**config.mk**
```make
export PLATFORM = sky130hd
export DESIGN_NAME = bitfusion_ctrl
export DESIGN_NICKNAME = d
export VERILOG_FILES = /design/src/rtl/bitfusion_ctrl.sv
export SDC_FILE = /design/constraint.sdc
export NUM_CORES = 1
export LEC_CHECK = 0
export BUFFER_PORTS_ARGS = -buffer_cell sky130_fd_sc_hd__buf_2
export CORE_UTILIZATION = 35
export CTS_CLUSTER_SIZE = 16
export DETAILED_ROUTE_END_ITERATION = 6
export GPL_TIMING_DRIVEN = 0
export HOLD_SLACK_MARGIN = 0.08
export PLACE_DENSITY_LB_ADDON = 0.1
export SYNTH_ARGS = -nofsm -noshare
export SYNTH_HDL_FRONTEND = slang
export SYNTH_SLANG_ARGS = --single-unit
```
**constraint.sdc**
```tcl
create_clock -name clk -period 2.84 [get_ports clk]
set_clock_uncertainty 0.15 [all_clocks]
set_input_delay 0.142 -clock clk [delete_from_list [all_inputs] [get_ports clk]]
set_output_delay 0.142 -clock clk [all_outputs]
set_load 0.01 [all_outputs]
```
**src/rtl/bitfusion_ctrl.sv**
```systemverilog
// bitfusion_ctrl: host-side sequencer for the bitfusion systolic array.
// Loads WBUF/IBUF from a word stream, issues skewed reads, drains, then streams column sums.
module bitfusion_ctrl #(
    parameter int ARRAY_SIZE = 4,
    parameter int DATA_W     = 32,
    parameter int BUF_DEPTH  = 8,
    parameter int DRAIN_LAT  = 4
) (
    input  logic                                               clk,
    input  logic                                               nRST,
    input  logic                                               start,
    input  logic                                               reuse_w,
    input  logic [DATA_W-1:0]                                  s_data,
    input  logic                                               s_valid,
    output logic                                               s_ready,
    output logic [DATA_W-1:0]                                  data_in,
    output logic [ARRAY_SIZE-1:0]                              IBUF_wr_en,
    output logic [ARRAY_SIZE*ARRAY_SIZE-1:0]                   WBUF_wr_en,
    output logic [ARRAY_SIZE-1:0]                              input_rd_en,
    output logic [ARRAY_SIZE*ARRAY_SIZE-1:0]                   weight_rd_en,
    output logic [ARRAY_SIZE-1:0]                              acc_clear,
    input  logic [ARRAY_SIZE*DATA_W-1:0]                       OBUF,
    output logic [DATA_W-1:0]                                  m_data,
    output logic [(ARRAY_SIZE > 1 ? $clog2(ARRAY_SIZE) : 1)-1:0] m_col,
    output logic                                               m_valid,
    input  logic                                               m_ready,
    output logic                                               busy,
    output logic                                               done
);

    localparam int NPE      = ARRAY_SIZE * ARRAY_SIZE;
    localparam int COMP_LEN = BUF_DEPTH + 2 * (ARRAY_SIZE - 1);
    localparam int COL_W    = (ARRAY_SIZE > 1) ? $clog2(ARRAY_SIZE) : 1;
    localparam int K_W      = $clog2(BUF_DEPTH + 1);
    localparam int PE_W     = $clog2(NPE + 1);
    localparam int CYC_MAX  = (COMP_LEN > DRAIN_LAT) ? COMP_LEN : DRAIN_LAT;
    localparam int CYC_W    = $clog2(CYC_MAX + 1);

    typedef enum logic [2:0] {
        IDLE    = 3'd0,
        LOAD_W  = 3'd1,
        LOAD_I  = 3'd2,
        CLR     = 3'd3,
        COMPUTE = 3'd4,
        DRAIN   = 3'd5,
        OUTPUT  = 3'd6
    } state_t;

    state_t              state_q, state_d;
    logic [K_W-1:0]      k_q, k_d;
    logic [PE_W-1:0]     pe_q, pe_d;
    logic [CYC_W-1:0]    cyc_q, cyc_d;
    logic [COL_W-1:0]    col_q, col_d;
    logic [DATA_W-1:0]   data_q, data_d;
    logic [ARRAY_SIZE-1:0] ibuf_wr_q, ibuf_wr_d;
    logic [NPE-1:0]      wbuf_wr_q, wbuf_wr_d;
    logic                done_q, done_d;
    logic [DATA_W-1:0]   cap_q [ARRAY_SIZE];
    logic [DATA_W-1:0]   cap_d [ARRAY_SIZE];

    logic load_active, accept;
    logic k_last, w_last, i_last, comp_last, drain_last, col_last;

    assign load_active = (state_q == LOAD_W) || (state_q == LOAD_I);
    assign accept      = s_valid && load_active;
    assign k_last      = (k_q == K_W'(BUF_DEPTH - 1));
    assign w_last      = (pe_q == PE_W'(NPE - 1));
    assign i_last      = (pe_q == PE_W'(ARRAY_SIZE - 1));
    assign comp_last   = (cyc_q == CYC_W'(COMP_LEN - 1));
    assign drain_last  = (cyc_q == CYC_W'(DRAIN_LAT - 1));
    assign col_last    = (col_q == COL_W'(ARRAY_SIZE - 1));

    always_ff @(posedge clk or negedge nRST) begin
        if (!nRST) begin
            state_q <= IDLE;
        end else begin
            state_q <= state_d;
        end
    end

    always_comb begin
        state_d = state_q;
        unique case (state_q)
            IDLE:    if (start) state_d = reuse_w ? LOAD_I : LOAD_W;
            LOAD_W:  if (accept && k_last && w_last) state_d = LOAD_I;
            LOAD_I:  if (accept && k_last && i_last) state_d = CLR;
            CLR:     state_d = COMPUTE;
            COMPUTE: if (comp_last) state_d = DRAIN;
            DRAIN:   if (drain_last) state_d = OUTPUT;
            OUTPUT:  if (m_ready && col_last) state_d = IDLE;
            default: state_d = IDLE;
        endcase
    end

    // Word/PE counters step per accepted word; pe clears when the load phase exits.
    always_comb begin
        k_d       = k_q;
        pe_d      = pe_q;
        cyc_d     = cyc_q;
        col_d     = col_q;
        data_d    = data_q;
        ibuf_wr_d = '0;
        wbuf_wr_d = '0;
        done_d    = 1'b0;
        cap_d     = cap_q;
        if (accept) begin
            data_d = s_data;
            if (state_q == LOAD_W) begin
                wbuf_wr_d = NPE'(1) << pe_q;
            end else begin
                ibuf_wr_d = ARRAY_SIZE'(1) << pe_q;
            end
            if (k_last) begin
                k_d  = '0;
                pe_d = ((state_q == LOAD_W) ? w_last : i_last) ? '0 : pe_q + 1'b1;
            end else begin
                k_d = k_q + 1'b1;
            end
        end
        if (state_q == COMPUTE) begin
            cyc_d = comp_last ? '0 : cyc_q + 1'b1;
        end
        if (state_q == DRAIN) begin
            cyc_d = drain_last ? '0 : cyc_q + 1'b1;
            if (drain_last) begin
                for (int c = 0; c < ARRAY_SIZE; c++) begin
                    cap_d[c] = OBUF[c*DATA_W +: DATA_W];
                end
            end
        end
        if (state_q == OUTPUT && m_ready) begin
            col_d  = col_last ? '0 : col_q + 1'b1;
            done_d = col_last;
        end
    end

    always_ff @(posedge clk or negedge nRST) begin
        if (!nRST) begin
            k_q       <= '0;
            pe_q      <= '0;
            cyc_q     <= '0;
            col_q     <= '0;
            data_q    <= '0;
            ibuf_wr_q <= '0;
            wbuf_wr_q <= '0;
            done_q    <= 1'b0;
            for (int c = 0; c < ARRAY_SIZE; c++) begin
                cap_q[c] <= '0;
            end
        end else begin
            k_q       <= k_d;
            pe_q      <= pe_d;
            cyc_q     <= cyc_d;
            col_q     <= col_d;
            data_q    <= data_d;
            ibuf_wr_q <= ibuf_wr_d;
            wbuf_wr_q <= wbuf_wr_d;
            done_q    <= done_d;
            cap_q     <= cap_d;
        end
    end

    // Read windows are offset by row (and column for weights) to match the array's forward skew.
    always_comb begin
        s_ready      = load_active;
        busy         = (state_q != IDLE);
        acc_clear    = (state_q == CLR) ? '1 : '0;
        m_valid      = (state_q == OUTPUT);
        m_data       = (state_q == OUTPUT) ? cap_q[col_q] : '0;
        input_rd_en  = '0;
        weight_rd_en = '0;
        if (state_q == COMPUTE) begin
            for (int i = 0; i < ARRAY_SIZE; i++) begin
                input_rd_en[i] = (int'(cyc_q) >= i) && (int'(cyc_q) < i + BUF_DEPTH);
                for (int j = 0; j < ARRAY_SIZE; j++) begin
                    weight_rd_en[i*ARRAY_SIZE+j] =
                        (int'(cyc_q) >= i + j) && (int'(cyc_q) < i + j + BUF_DEPTH);
                end
            end
        end
    end

    assign data_in    = data_q;
    assign IBUF_wr_en = ibuf_wr_q;
    assign WBUF_wr_en = wbuf_wr_q;
    assign m_col      = col_q;
    assign done       = done_q;

endmodule

```
Yosys cells after proc, flatten, opt, wreduce, memory -nomap -nowiden:

Index checks and enable logic that the tools add are counted.

* register bits after elaboration: 199
* output and inout port bits: 114
* latch bits: 0
* logic and storage cells: 99
* memories kept: 0
* RAM bits: 0
* bits in read-only memories: 0

* muxes and demuxes: 28
* equal/unequal tests: 18
* reduce and logical (&&, ||, !) cells: 19
* div/mod/pow operators: 0
* $mul: 0
* magnitude comparators: 14
* shift operators: 2
* add/sub/neg operators: 4
* bitwise gates (word level): 1

Operators with widths (number)
* two-way mux 32 bit: 3
* binary-select mux 32 bit (select 2 bit): 1
* two-way mux 16 bit: 3
* two-way mux 4 bit: 9
* less-than comparator 4 bit (second input constant): 7
* one-hot mux 3 bit (7 select lines): 1
* two-way mux 3 bit: 6
* left shift 1 x 5 -> 16 bit (first input constant): 1
* greater-or-equal comparator 4 x 3 -> 1 bit (second input constant): 3
* logical AND 1 bit: 12
* equality test 3 bit (second input constant): 3
* adder 4 x 1 -> 4 bit (second input constant): 2
* greater-or-equal comparator 4 x 2 -> 1 bit (second input constant): 2
* equality test 3 x 2 -> 1 bit (second input constant): 2
* != test 2 x 1 -> 1 bit (second input constant): 3
* != test 2 bit (second input constant): 3
* AND reduction 6 bit: 1
* adder 5 x 1 -> 5 bit (second input constant): 1
* equality test 5 x 2 -> 1 bit (second input constant): 1
* equality test 5 x 4 -> 1 bit (second input constant): 1
* two-way mux 5 bit: 1
* left shift 1 x 5 -> 4 bit (first input constant): 1
* equality test 4 x 2 -> 1 bit (second input constant): 1
* equality test 4 x 3 -> 1 bit (second input constant): 1
* 14 further kinds: 17

Longest topological paths before layout:

* word-level depth: 7
* gate-level depth with buffers: 7
* gate-level depth less buffers: 6

Worst setup path before layout:

OpenSTA, ideal clock, no wires.

* path type: register to output
* from: register state_q[0]
* to: output port weight_rd_en[12]
* stages on the path, launching flop included: 7
* slack: 695 ps
* data arrival time: 1853 ps
* required time: 2548 ps
* path through: dfrtp_1 > buf_4 > nor2_1 > nand2_1 > or2_1 > a221oi_1 > buf_4

* longest elaborated chain between the ends: 2

Ends and longest elaborated chain
* from (decl): line 49 `state_t state_q, state_d;`
* from (signal assigned): line 77 `state_q <= state_d;`
* equality test 3 bit: line 172 `if (state_q == COMPUTE) begin`
* two-way mux 16 bit: line 172
* to (decl): line 20 `output logic [ARRAY_SIZE*ARRAY_SIZE-1:0] weight_rd_en,`

Every way passes these cells.

Worst setup path in the final report:

* from: register state_q[0]
* to: output port weight_rd_en[2]

Same word-level chain as after synthesis.

==> metrics <==
status finished, final reports clean; total routed wirelength 25870 µm; layout cell share with drive strength beyond 1 0.4013; pin count of the biggest net entering global routing 85; RSZ-0062 raised after global routing no; Peak VDD IR 0.4082 mV; antenna cell count 0; Slew headroom 0.5010; Unique masters post-synth 51; Critical-path top delay cell dfrtp_1; Worst Tran Pin Value 748.5 ps; I/O Buffers 279; slowest stage delay, CP 430 ps; overall die area 26980 µm²; # rows 59; synthesized instance count 632; top-area cell type share of the netlist area 0.5404; CTS tree built; Post-DP Area 11100 µm²; number of global-route vias before repair 7336; GRT Overall Usage 0.1987; most frequent cells in the layout buf_2, dfrtp_1, dlygate4sd3_1; period utilization 0.9454; hpwl dp 17580 µm; H-tree Lvls 4; Net count, final 1284; WL per Instance 17.85 µm; WHS 290.8 ps; Final Hold Viols 0; Overall Power 0.01172 W; Num CTS Buffers 17; area grow syn2layout 45.87%; residual DRC count 0; via count 6913; ANT nets after route 0; crit path capture type output port; global-route wire length before repair 40370 µm; setup TNS 0 ps; hold depth 3; synthesized flop and latch total 199; R2R cell count 6; Post-Syn Nets 815; Post-Place Cells 1248; fillcell total 2267; Seq/Total Area, Yosys 0.5404; Max FO, Critical Path 10; Req. time, crit path 2550 ps; Final Wtd Congestion 0.7456; Pins Over Slew Limit 0; Initial Utilization 0.3556; most common cell after layout, fill and taps aside buf_2; Die Y 164.3 µm; cell area after synthesis 9215 µm²; Startpoint Class register; initial antenna violation count 0; Root Driver clkbuf_16; Most Frequent Cell on Critical Path buf_4; hold_sp OBUF[94]; power density over the cells 872.1 nW/µm²; DRT iter0 DRCs 320; Max clock buf depth 2; top cells by area, synth dfrtp_1, mux2_1, mux4_2, mux2_2, and3_1; Crit. Startpoint state_q[0]$_DFFE_PN0P_; via/cell ratio 4.771; global route overflow 0; CORE AREA 25910 µm²; Cell Chain, Critical Path buf_4 -> nor2_1 -> nand2_1 -> or2_1 -> a221oi_1 -> buf_4 -> buf_2; Warnings, synthesis 0; Worst-Skew Late Latency 440 ps; leakage 6.676 nW; # IOs 280; Chip Width 164.3 µm; Finished Layout Cells 1449; syn_area_per_cell 14.58 µm²; critical path class register to output port; maxcap violations 0; fin area 13440 µm²; Hold WC Path Type input port to register; FF-to-FF Start pe_q[0]$_DFFE_PN0N_; Arr. time, crit path 2390 ps; first drt pass iteration count 7; Reg clk slew, reported paths 90 ps; dominant cell type by area after synthesis dfrtp_1; fmax 372.5 MHz; CTS Sinks 199; min Tclk post-route 2685 ps; Final setup viols 0
-- critical path, delay by kind of cell (launching register included) --
family          cells  cell delay (ps)
buf+inv             3              500
flops               1              430
compound gates      1              420
simple gates        3              600
-- state kept, by name, indices dropped and copies added (netlist names), 3 cells and up --
name	flops
cap_q	128
data_in	32
WBUF_wr_en	16
pe_q	5
IBUF_wr_en	4
cyc_q	4
k_q	4
state_q	3
-- report_power, final --
| group | internal (W) | switching [W] |
|---|---|---|
| clock | 0.00129 | 0.00129 |
| sequential | 0.00404 | 0.000635 |
| combinational | 0.00244 | 0.00203 |
| total | 0.00777 | 0.00395 |
-- path summary, 6_finish.rpt --
path	to	slack (ps)
max	weight_rd_en[2]	160
min	cap_q[62]$_DFFE_PN0P_	290
max reg2reg	state_q[1]$_DFFE_PN0P_	470
min reg2reg	cap_q[35]$_DFFE_PN0P_	330
max in group asynchronous	cap_q[43]$_DFFE_PN0P_	1230
min in group asynchronous	cyc_q[0]$_DFFE_PN0N_	550
-- routing by layer --
layer | wire (µm) | vias up | part of all wire | track usage
met5 | 0 | - | 0 | 0
met4 | 217 | 0 | 0.0084 | 0.04545
met3 | 1139 | 17 | 0.044 | 0.04470
met2 | 13380 | 184 | 0.52 | 0.3450
met1 | 11130 | 3500 | 0.43 | 0.2503
li1 | - | 3212 | - | -
-- cell type report --
class	count	area, µm²	share of cell area
buffer	55	461.7	0.03435
clock buffer	17	425.4	0.03165
clock inverter	15	203.9	0.01517
inverter	14	53.80	0.004003
multi-input combinational	364	3735	0.2779
sequential	199	4980	0.3705
tap	335	419.2	0.03118
timing repair buffer	450	3163	0.2353
-- cell usage after synthesis (all sizes together) --
cell type,instances
mux2,164
a211oi,1
buf,43
mux2i,1
xnor2,2
a221oi,4
inv,13
nand2b,4
nor3,8
dfrtp,199
or3,1
o2111ai,1
a2bb2oi,1
o31ai,2
nor2b,1
nor4,2
nor4b,1
clkbuf,12
a41oi,1
nor3b,5
nand2,22
and4,2
ha,17
o311ai,1
nor2,11
nand3b,2
a21oi,3
a21o,1
and2,3
clkinv,1
and3,43
o21ai,13
o22ai,1
nand3,7
o221ai,1
and3b,3
nand4,1
or2,1
a31oi,1
mux4,32
-- through the flow --
step | worst slack (ps) | utilization
finish | 155.2 | 0.5188
global route | 3.237 | 0.5188
CTS | 4.535 | 0.5185
detailed placement | 416.2 | 0.4282
global placement | -2222 | 0.4257
floorplan | 695.0 | -
-- cells by family after synthesis --
kind of cell               Yosys count  synth area share
and+or+nand+nor                    117           0.07617
buffers and inverters               69           0.05526
muxes                              197            0.2797
xor gates and xnor gates             2          0.002716
DFF                                199            0.5404
AOI/OAI and AO/OA                   31           0.02268
adders and majority gates           17           0.02308
-- what timing repair did --
action | in CTS | in global routing
setup buffers | 0 | 0
gates resized for setup | 3 | 9
endpoints found under the hold margin | 382 | 0
endpoints found under the setup margin | 20 | 22
cloned | 0 | 0
hold buffers | 169 | 0
No activity file was read; power rests on OpenSTA's default activity.
